===== src/rtl/dice_i2c_pkg.sv =====
// Shared definitions for the dice I2C register-access target.
//   I2C_ADDR_DEFAULT : default 7-bit target address
//   I2C_ACK/I2C_NACK : SDA level of the acknowledge bit
//   i2c_state_e      : target FSM states
package dice_i2c_pkg;

  localparam logic [6:0] I2C_ADDR_DEFAULT = 7'h70;
  localparam logic       I2C_ACK          = 1'b0;
  localparam logic       I2C_NACK         = 1'b1;

  typedef enum logic [3:0] {
    ST_IDLE,
    ST_ADDR,
    ST_ADDR_ACK,
    ST_SUB,
    ST_SUB_ACK,
    ST_WDATA,
    ST_WDATA_ACK,
    ST_RDATA,
    ST_RACK
  } i2c_state_e;

endpackage


===== src/rtl/i2c_line_sync.sv =====
// Pad synchronizer and bus-condition detector for SCL/SDA.
//   clk, rst_n        : system clock, async active-low reset
//   scl_in, sda_in    : asynchronous pad inputs
//   scl, sda          : synchronized levels
//   scl_rise/scl_fall : one-cycle SCL edge pulses
//   start/stop        : one-cycle START / STOP pulses (SDA edge while SCL high)
module i2c_line_sync (
  input  logic clk,
  input  logic rst_n,
  input  logic scl_in,
  input  logic sda_in,
  output logic scl,
  output logic sda,
  output logic scl_rise,
  output logic scl_fall,
  output logic start,
  output logic stop
);

  // [0],[1] are the 2-FF synchronizer, [2] is the previous-value stage.
  // Reset to 1 so an idle bus produces no edges when reset releases.
  logic [2:0] scl_sr, sda_sr;

  always_ff @(posedge clk or negedge rst_n) begin
    if (!rst_n) begin
      scl_sr <= 3'b111;
      sda_sr <= 3'b111;
    end else begin
      scl_sr <= {scl_sr[1:0], scl_in};
      sda_sr <= {sda_sr[1:0], sda_in};
    end
  end

  assign scl      = scl_sr[1];
  assign sda      = sda_sr[1];
  assign scl_rise =  scl_sr[1] & ~scl_sr[2];
  assign scl_fall = ~scl_sr[1] &  scl_sr[2];
  // SCL must be high in both stages so an SDA edge racing an SCL edge
  // is not mistaken for a bus condition.
  assign start    = scl_sr[1] & scl_sr[2] & ~sda_sr[1] &  sda_sr[2];
  assign stop     = scl_sr[1] & scl_sr[2] &  sda_sr[1] & ~sda_sr[2];

endmodule


===== src/rtl/i2c_reg_target.sv =====
// I2C target giving register read/write access over SCL/SDA.
//   clk, rst_n      : system clock, async active-low reset
//   scl_in, sda_in  : pad inputs
//   sda_oe          : 1 = pull SDA low (pad output value tied 0)
//   wr_en           : one-cycle write strobe with wr_addr/wr_data
//   rd_addr/rd_data : pointer to register file, combinational data back
//   busy            : FSM not idle
module i2c_reg_target
  import dice_i2c_pkg::*;
#(
  parameter logic [6:0] ADDR = I2C_ADDR_DEFAULT
) (
  input  logic       clk,
  input  logic       rst_n,
  input  logic       scl_in,
  input  logic       sda_in,
  output logic       sda_oe,
  output logic       wr_en,
  output logic [7:0] wr_addr,
  output logic [7:0] wr_data,
  output logic [7:0] rd_addr,
  input  logic [7:0] rd_data,
  output logic       busy
);

  logic scl, sda, scl_rise, scl_fall, start, stop;

  i2c_line_sync u_sync (
    .clk      (clk),
    .rst_n    (rst_n),
    .scl_in   (scl_in),
    .sda_in   (sda_in),
    .scl      (scl),
    .sda      (sda),
    .scl_rise (scl_rise),
    .scl_fall (scl_fall),
    .start    (start),
    .stop     (stop)
  );

  i2c_state_e state, state_n;
  logic [2:0] cnt, cnt_n;
  logic [7:0] shreg, shreg_n, ptr, ptr_n, wr_addr_n, wr_data_n, byte_in;
  logic       oe_n, wr_go, wr_go_n, wr_en_n;

  always_ff @(posedge clk or negedge rst_n) begin
    if (!rst_n) begin
      state   <= ST_IDLE;
      cnt     <= '0;
      shreg   <= '0;
      ptr     <= '0;
      sda_oe  <= 1'b0;
      wr_go   <= 1'b0;
      wr_en   <= 1'b0;
      wr_addr <= '0;
      wr_data <= '0;
    end else begin
      state   <= state_n;
      cnt     <= cnt_n;
      shreg   <= shreg_n;
      ptr     <= ptr_n;
      sda_oe  <= oe_n;
      wr_go   <= wr_go_n;
      wr_en   <= wr_en_n;
      wr_addr <= wr_addr_n;
      wr_data <= wr_data_n;
    end
  end

  always_comb begin
    state_n   = state;
    cnt_n     = cnt;
    shreg_n   = shreg;
    ptr_n     = ptr;
    oe_n      = sda_oe;
    wr_go_n   = 1'b0;
    wr_en_n   = 1'b0;
    wr_addr_n = wr_addr;
    wr_data_n = wr_data;
    byte_in   = {shreg[6:0], sda};

    case (state)
      ST_ADDR, ST_SUB, ST_WDATA: if (scl_rise) begin
        shreg_n = byte_in;
        cnt_n   = cnt + 3'd1;
        if (cnt == 3'd7) begin
          case (state)
            ST_ADDR:  state_n = (byte_in[7:1] == ADDR) ? ST_ADDR_ACK : ST_IDLE;
            ST_SUB:   begin ptr_n = byte_in; state_n = ST_SUB_ACK; end
            default:  begin wr_go_n = 1'b1; state_n = ST_WDATA_ACK; end
          endcase
        end
      end
      // sda_oe doubles as the ACK phase: first fall drives, second releases.
      ST_ADDR_ACK, ST_SUB_ACK, ST_WDATA_ACK: if (scl_fall) begin
        if (!sda_oe) begin
          oe_n = ~I2C_ACK;
        end else begin
          oe_n  = 1'b0;
          cnt_n = '0;
          if (state == ST_ADDR_ACK && shreg[0]) begin
            // Read: first data bit goes out on the same fall that ends ACK.
            shreg_n = rd_data;
            oe_n    = ~rd_data[7];
            state_n = ST_RDATA;
          end else if (state == ST_ADDR_ACK) begin
            state_n = ST_SUB;
          end else begin
            state_n = ST_WDATA;
          end
        end
      end
      ST_RDATA: if (scl_fall) begin
        if (cnt == 3'd7) begin
          oe_n    = 1'b0;
          cnt_n   = '0;
          state_n = ST_RACK;
        end else begin
          cnt_n   = cnt + 3'd1;
          shreg_n = {shreg[6:0], 1'b0};
          oe_n    = ~shreg[6];
        end
      end
      // cnt==1 marks "controller ACKed"; the reload waits for the next fall
      // so rd_data already reflects the incremented pointer.
      ST_RACK: begin
        if (scl_rise) begin
          ptr_n = ptr + 8'd1;
          if (sda == I2C_NACK) state_n = ST_IDLE;
          else                 cnt_n   = 3'd1;
        end else if (scl_fall && cnt == 3'd1) begin
          shreg_n = rd_data;
          oe_n    = ~rd_data[7];
          cnt_n   = '0;
          state_n = ST_RDATA;
        end
      end
      default: ;
    endcase

    if (wr_go) begin
      wr_en_n   = 1'b1;
      wr_addr_n = ptr;
      wr_data_n = shreg;
      ptr_n     = ptr + 8'd1;
    end

    if (start) begin
      state_n = ST_ADDR;
      cnt_n   = '0;
      oe_n    = 1'b0;
    end else if (stop) begin
      state_n = ST_IDLE;
      cnt_n   = '0;
      oe_n    = 1'b0;
    end
  end

  assign rd_addr = ptr;
  assign busy    = (state != ST_IDLE);

endmodule

===== config.mk =====
export PLATFORM = sky130hd
export DESIGN_NAME = i2c_reg_target
export DESIGN_NICKNAME = d
export VERILOG_FILES = /design/src/rtl/dice_i2c_pkg.sv /design/src/rtl/i2c_line_sync.sv /design/src/rtl/i2c_reg_target.sv
export SDC_FILE = /design/constraint.sdc
export NUM_CORES = 1
export LEC_CHECK = 0
export CAP_MARGIN = 20
export CORE_UTILIZATION = 23
export DETAILED_ROUTE_END_ITERATION = 6
export PLACE_DENSITY = 0.5
export SKIP_LAST_GASP = 1
export SYNTH_ARGS = -nofsm -noshare
export SYNTH_HDL_FRONTEND = slang
export SYNTH_SLANG_ARGS = --single-unit

===== constraint.sdc =====
create_clock -name clk -period 2.1 [get_ports clk]
set_input_delay 0.42 -clock clk [delete_from_list [all_inputs] [get_ports clk]]
set_output_delay 0.42 -clock clk [all_outputs]
set_load 0.05 [all_outputs]

==> results of run 1 <==
## layout make-up
class	instances	share of cell area (%)
Clock buffer	6	3.96
Sequential cell	48	34.5
Multi-Input combinational cell	174	37.5
Timing Repair Buffer	68	17.2
Inverter	7	0.748
Clock inverter	2	1.10
Tap cell	140	4.99
## cells in the mapped netlist (all sizes together), types with 5 or more instances
library cell  number
a31oi              6
buf               10
nand2             14
a21oi             14
inv                7
o21ai             16
dfstp              6
nand3              9
nor3               5
mux2              33
nor2              14
dfrtp             42
## placed cells by master (no fill, tap or decap), drive strengths merged, types with 2 or more instances in the layout
| cell | Yosys | layout |
|---|---|---|
| nand2b | 4 | 4 |
| and3 | 4 | 4 |
| clkdlybuf4s50 | 0 | 34 |
| nor2 | 14 | 14 |
| a311oi | 2 | 2 |
| and4b | 2 | 2 |
| a21oi | 14 | 14 |
| nand2 | 14 | 14 |
| and2 | 3 | 3 |
| nor3b | 2 | 2 |
| nor2b | 2 | 2 |
| nor3 | 5 | 5 |
| ha | 4 | 4 |
| buf | 10 | 34 |
| dfrtp | 42 | 42 |
| nand3 | 9 | 9 |
| o211ai | 2 | 2 |
| a31oi | 6 | 6 |
| nor4b | 2 | 2 |
| o21bai | 2 | 2 |
| o22ai | 2 | 2 |
| inv | 7 | 7 |
| a211o | 2 | 2 |
| mux2 | 33 | 33 |
| dfstp | 6 | 6 |
| o21ai | 16 | 16 |
| a2bb2oi | 2 | 2 |
| mux2i | 2 | 2 |
| a22o | 2 | 2 |
| clkbuf | 2 | 6 |
## critical path: cells and delay by family (launching register included)
kind | cells | cell delay [ns]
simple gates | 2 | 0.73
flops | 1 | 0.48
mux | 1 | 0.34
compound gates | 2 | 0.34
## worst paths after layout
kind / from / endpoint / slack (ns) / depth (start not counted)
setup / recovery: state[0] / state[1] / 0.09 / 5
hold / removal: rst_n / wr_addr[3] / 0.09 / 1
setup reg to reg: state[0] / state[1] / 0.09 / 5
hold reg to reg: u_sync.scl_sr[0] / u_sync.scl_sr[1] / 0.36 / 0
max in group asynchronous: rst_n / u_sync.scl_sr[2] / 1.41 / 2
min in group clk: u_sync.scl_sr[0] / u_sync.scl_sr[1] / 0.36 / 0
## power breakdown
group	leakage [nW]	total (mW)	switching (mW)	internal [mW]
registers	0.618	1.47	0.332	1.14
clock network	0.0871	0.953	0.356	0.597
logic	0.810	2.10	1.08	1.03
total	1.52	4.52	1.76	2.76
## state kept, by name, summed over array words and instances (netlist names)
| register | cells |
|---|---|
| u_sync.sda_sr | 3 |
| shreg | 8 |
| rd_addr | 8 |
| wr_en | 1 |
| sda_oe | 1 |
| u_sync.scl_sr | 3 |
| cnt | 3 |
| state | 4 |
| wr_go | 1 |
| wr_addr | 8 |
| wr_data | 8 |
## per-stage QoR
step                      util (%)  total power [mW]  setup slack [ns]  hold WS (ns)  instance area [sq um]
after floorplan                  -              2.85             0.125         0.124                   2610
after global placement        30.4              3.57            0.0844         0.346                   3320
after detailed placement      30.4              3.57            0.0892         0.347                   3320
after CTS                     32.0              4.54            0.0376         0.107                   3500
after global routing          32.1              4.83          -0.00107         0.131                   3510
final                         32.1              4.52            0.0913        0.0877                   3510
## logic make-up after synthesis
| logic type | after synthesis | share of synthesized area [%] |
|---|---|---|
| compound gates | 64 | 17.0 |
| xor+xnor | 1 | 0.336 |
| fa+ha+maj | 4 | 1.92 |
| buf+inv | 19 | 3.65 |
| flops | 48 | 46.3 |
| mux | 35 | 15.0 |
| simple gates | 70 | 15.8 |
## layer usage
layer  GRT usage, %  vias up  part of all wire, %
met3           2.95        6                  5.1
met1           18.1     1016                   50
met5              0        -                    0
met2           18.7       49                   43
li1               -     1034                    -
met4           3.09        0                 0.95
## what timing repair did
item,CTS,global route
setup buffers,0,0
endpoints found under the setup margin,0,14
resized for setup,0,3
==> flow_summary_export.csv, run 1 <==
group,metric,value,unit
timing,finalSetupViolCount,0,
yosys,synthCells,241,
timing,tns,0,ns
floorplanning,ioPinCount,39,
critical_path,cp_max_fo,7,
floorplanning,die_w,109,microns
critical_path,cp-end-kind,"flip-flop",
cts,cts_root_buf,"clkbuf_16",
drt,wl_per_cell,15.1,microns
placement,numPlacedInstances,437,
timing,fmax,498,MHz
yosys,synth.distinct_cells,62,
critical_path,cp-start-kind,"flip-flop",
final_layout,layout-drive-gt1-share,30.8,%
critical_path,critPathKind,"flip-flop to flip-flop",
placement,hpwl,5.03,mm
global_routing,grtUsageTotal,12.5,%
power_and_ir_drop,power_leakage,1.52,nW
final_layout,stdcell_count,445,
cts,clock_sinks,48,
cts,cts_buffers,5,
yosys,avgSynthCellArea,10.8,sq um
power_and_ir_drop,vdd_drop_max,0.482,mV
critical_path,critPathArrivalTime,2.18,ns
timing,rsz0062_at_grt,"yes",
drt,dr.pass1.iters,4,
global_routing,antenna_found_initial,0,
yosys,async_flop_share,100,%
final_layout,area_growth,34.6,%
global_routing,gr-total-overflow,0,
global_routing,grt_pass1_wl,11.3,mm
drt,drc_errors,0,
timing,slew_violations,0,
yosys,synth_top_cell_area_share,40.3,%
timing,slew-limit-headroom,52.6,%
yosys,ys_warn_count,0,
cts,clock_latency,0.29,ns
drt,via_per_inst,4.73,
cts,cts_tree,"built",
timing,fin_crit,2.01,ns
yosys,ys_seq_area_share,46.3,%
run_status,status,"finished clean",
placement,gp_congestion,0.841,
yosys,ys.flop_type,"dfrtp_1",
cts,htreeDepth,2,
drt,drtIter0Drc,111,
floorplanning,initial_core_util,23.9,%
drt,vias,2105,
critical_path,slowest_stage,"or4b_4",
floorplanning,core_area,10900,sq um
yosys,synth_area_leaders,"dfrtp_1 40%, mux2_2 14%, dfstp_2 6.0%",
yosys,syn-cell-area,2610,sq um
timing,fin_skew,0.00600,ns
global_routing,grt_max_degree,31,
yosys,syn-num-nets,257,
cts,ctsHoldBuffers,0,
final_layout,diodes,0,
cts,clk_pin_slew,0.07,ns
critical_path,critical_path_required,2.27,ns
timing,worst_slew_pin_slew,0.708,ns
global_routing,grt_pass1_vias,2101,
floorplanning,design.die.area,11800,sq um
cts,cts_buffer_depth,2,
timing,period_share,95.7,%
floorplanning,die_y,109,microns
drt,antenna_left,0,
yosys,synth_edf_count,0,
timing,hold_violations,0,
final_layout,nNetsFinal,320,
power_and_ir_drop,p_per_area,1290,nW/um^2
drt,drt-total-wl,6.73,mm
hold_path,hp-class,"primary input to asynchronous set/reset pin",
flow_run,cap_violations,0,
yosys,synth-seq-cells,48,
final_layout,ff_latch_area,1210,sq um
critical_path,critPathMaxStageDelay,0.60,ns
critical_path,cp_cell_sequence,"or4b_4, o22ai_2, a31oi_2, nand3_2, mux2_2",
final_layout,multi_input_area,1320,sq um
final_layout,fillerInstances,1127,
yosys,yosysTopAreaCell,"dfrtp_1",
placement,portBuffers,38,
floorplanning,rows,38,
Note: power is estimated with default switching activity, not from simulation.
==> run 2: changes to the inputs <==
--- a/config.mk
+++ b/config.mk
@@ -6,10 +6,11 @@
 export NUM_CORES = 1
 export LEC_CHECK = 0
 export CAP_MARGIN = 20
-export CORE_UTILIZATION = 23
+export CORE_UTILIZATION = 54
 export DETAILED_ROUTE_END_ITERATION = 6
-export PLACE_DENSITY = 0.5
+export PLACE_DENSITY = 0.89
 export SKIP_LAST_GASP = 1
+export SLEW_MARGIN = 0
 export SYNTH_ARGS = -nofsm -noshare
 export SYNTH_HDL_FRONTEND = slang
 export SYNTH_SLANG_ARGS = --single-unit
==> flow_summary_export.csv, run 2 (synthesis results as in run 1) <==
group,metric,value,unit
critical_path,slowest_stage,"clkdlybuf4s50_1",
global_routing,grt_pass1_wl,10.1,mm
timing,worst_slew_pin_slew,0.640,ns
floorplanning,ioPinCount,39,
timing,fin_crit,2.04,ns
hold_path,hp-class,"primary input to asynchronous set/reset pin",
global_routing,grt_max_degree,26,
placement,hpwl,4.51,mm
critical_path,worstReg2RegEnd,"state[0]",
power_and_ir_drop,p_per_area,1280,nW/um^2
final_layout,final_cell_mix,"40 x dfrtp_1, 36 x clkdlybuf4s50_1, 33 x mux2_2, 21 x buf_4, 16 x o21ai_0",
final_layout,stdcell_count,351,
critical_path,critPathCapture,"rd_addr[3]",
global_routing,grtUsageTotal,25.8,%
floorplanning,core_area,4500,sq um
final_layout,diodes,0,
timing,period_share,97.0,%
drt,drc_errors,0,
critical_path,reg2reg_depth,7,
critical_path,cp-startpoint,"rd_addr[3]",
power_and_ir_drop,vdd_drop_max,0.726,mV
drt,via_per_inst,6.13,
global_routing,antenna_found_initial,0,
placement,place_ws,-0.000784,ns
timing,setup_slack,0.0638,ns
final_layout,final_common_cell,"dfrtp_1",
critical_path,path_depth,1,
timing,finalSetupViolCount,0,
power_and_ir_drop,power_leakage,1.45,nW
floorplanning,rows,24,
critical_path,reg2reg_from,"state[3]",
cts,clock_sinks,48,
drt,drt-total-wl,6.21,mm
final_layout,nNetsFinal,314,
global_routing,grt_pass1_vias,2072,
drt,dr.pass1.iters,4,
critical_path,critical_path_required,1.68,ns
cts,ctsHoldBuffers,0,
critical_path,critPathArrivalTime,1.62,ns
final_layout,area_growth,26.8,%
cts,cts_buffers,5,
timing,rsz0062_at_grt,"yes",
drt,antenna_left,0,
timing,fmax,491,MHz
critical_path,cp_max_fo,8,
cts,clock_latency,0.29,ns
drt,vias,2150,
cts,clk_pin_slew,0.09,ns
cts,htreeDepth,2,
critical_path,cp_cell_sequence,"clkdlybuf4s50_1",
floorplanning,die_w,71.5,microns
placement,place_area,3160,sq um
drt,wl_per_cell,17.7,microns
critical_path,critPathKind,"flip-flop to primary output",
critical_path,cp-end-kind,"primary output",
final_layout,layout-drive-gt1-share,28.4,%
floorplanning,initial_core_util,57.9,%
flow_run,cap_violations,0,
final_layout,design_area,3310,sq um
critical_path,cp-start-kind,"flip-flop",
timing,slew_violations,0,
floorplanning,design.die.area,5110,sq um
critical_path,path_delay_family,"buffers and inverters",
timing,hold-worst-slack,0.101,ns
final_layout,postLayoutCoreUtil,73.4,%
drt,drtIter0Drc,195,
placement,numPlacedInstances,340,
floorplanning,die_y,71.5,microns
critical_path,critPathBufInv,1,
cts,cts_buffer_depth,2,
placement,gp_congestion,0.913,
critical_path,regToRegSetupSlack,0.08,ns
timing,slew-limit-headroom,57.2,%
run_status,status,"finished clean",
timing,hold_violations,0,
cts,cts_tree,"built",
critical_path,critPathMaxStageDelay,0.85,ns
global_routing,gr-total-overflow,0,
placement,portBuffers,38,
cts,cts_root_buf,"clkbuf_8",
timing,fin_skew,0.00561,ns
run 2: cell count changes in the layout (fill, tap and decap cells not counted), sizes merged:
cell,before,now
clkbuf,6,7
clkdlybuf4s50,34,36
clkinvlp,0,1
bufinv,1,0
clkinv,1,0
buf,34,26
run 2: per-stage QoR:
stage               total power [mW]  setup TNS [ns]
finish                          4.25               0
global route                    4.51         -0.0438
CTS                             4.11               0
detailed placement              3.53       -0.000784
global placement                3.45               0
floorplan                       2.85               0
run 2: repair_timing:
item                                    CTS  global route
resized for setup                         1             4
endpoints found under the hold margin     0             0
pin swaps                                 0             1
endpoints found under the setup margin    2            12
setup buffers                             0             3
run 2: final cells by class:
class,count,area [sq um]
fillers,334,1200
clock buffers,7,86.3
multi-input cells,174,1320
repair buffers,62,588
inverters,7,26.3
well taps,52,65.1
flip-flops and latches,48,1210
clock inverters,1,7.51
run 2: metal layers:
metal / up-vias / global-route usage [%] / part of all wire, %
met5: - / 0 / 0
met4: 0 / 11.1 / 2.7
met3: 17 / 5.77 / 5.7
met2: 84 / 38.0 / 46
met1: 1031 / 37.0 / 45
li1: 1018 / - / -
run 2: how the worst min path moves through the flow:
stage                                start                to  slack (ns)  cells after the start
after detailed placement  u_sync.sda_sr[0]  u_sync.sda_sr[1]        0.35                      0
after floorplan                      rst_n            cnt[0]        0.12                      0
after CTS                            rst_n          state[2]        0.12                      1
after global routing                 rst_n          state[2]        0.14                      1
final                                rst_n          state[2]        0.10                      1
after global placement    u_sync.scl_sr[0]  u_sync.scl_sr[1]        0.35                      0
run 2: report_power, final:
group,switching (mW),internal (mW),leakage (nW)
clock,0.300,0.268,0.0445
sequential,0.310,1.14,0.618
combinational,1.12,1.11,0.786
run 2: worst reg2reg max path, cell delays in order (launching register included):
cell and delay (ns):
dfrtp_1 0.48, buf_4 0.21, nor3_4 0.27, nor3_4 0.09, buf_4 0.15, and4b_1 0.18, a211o_1 0.28, a32o_1 0.26
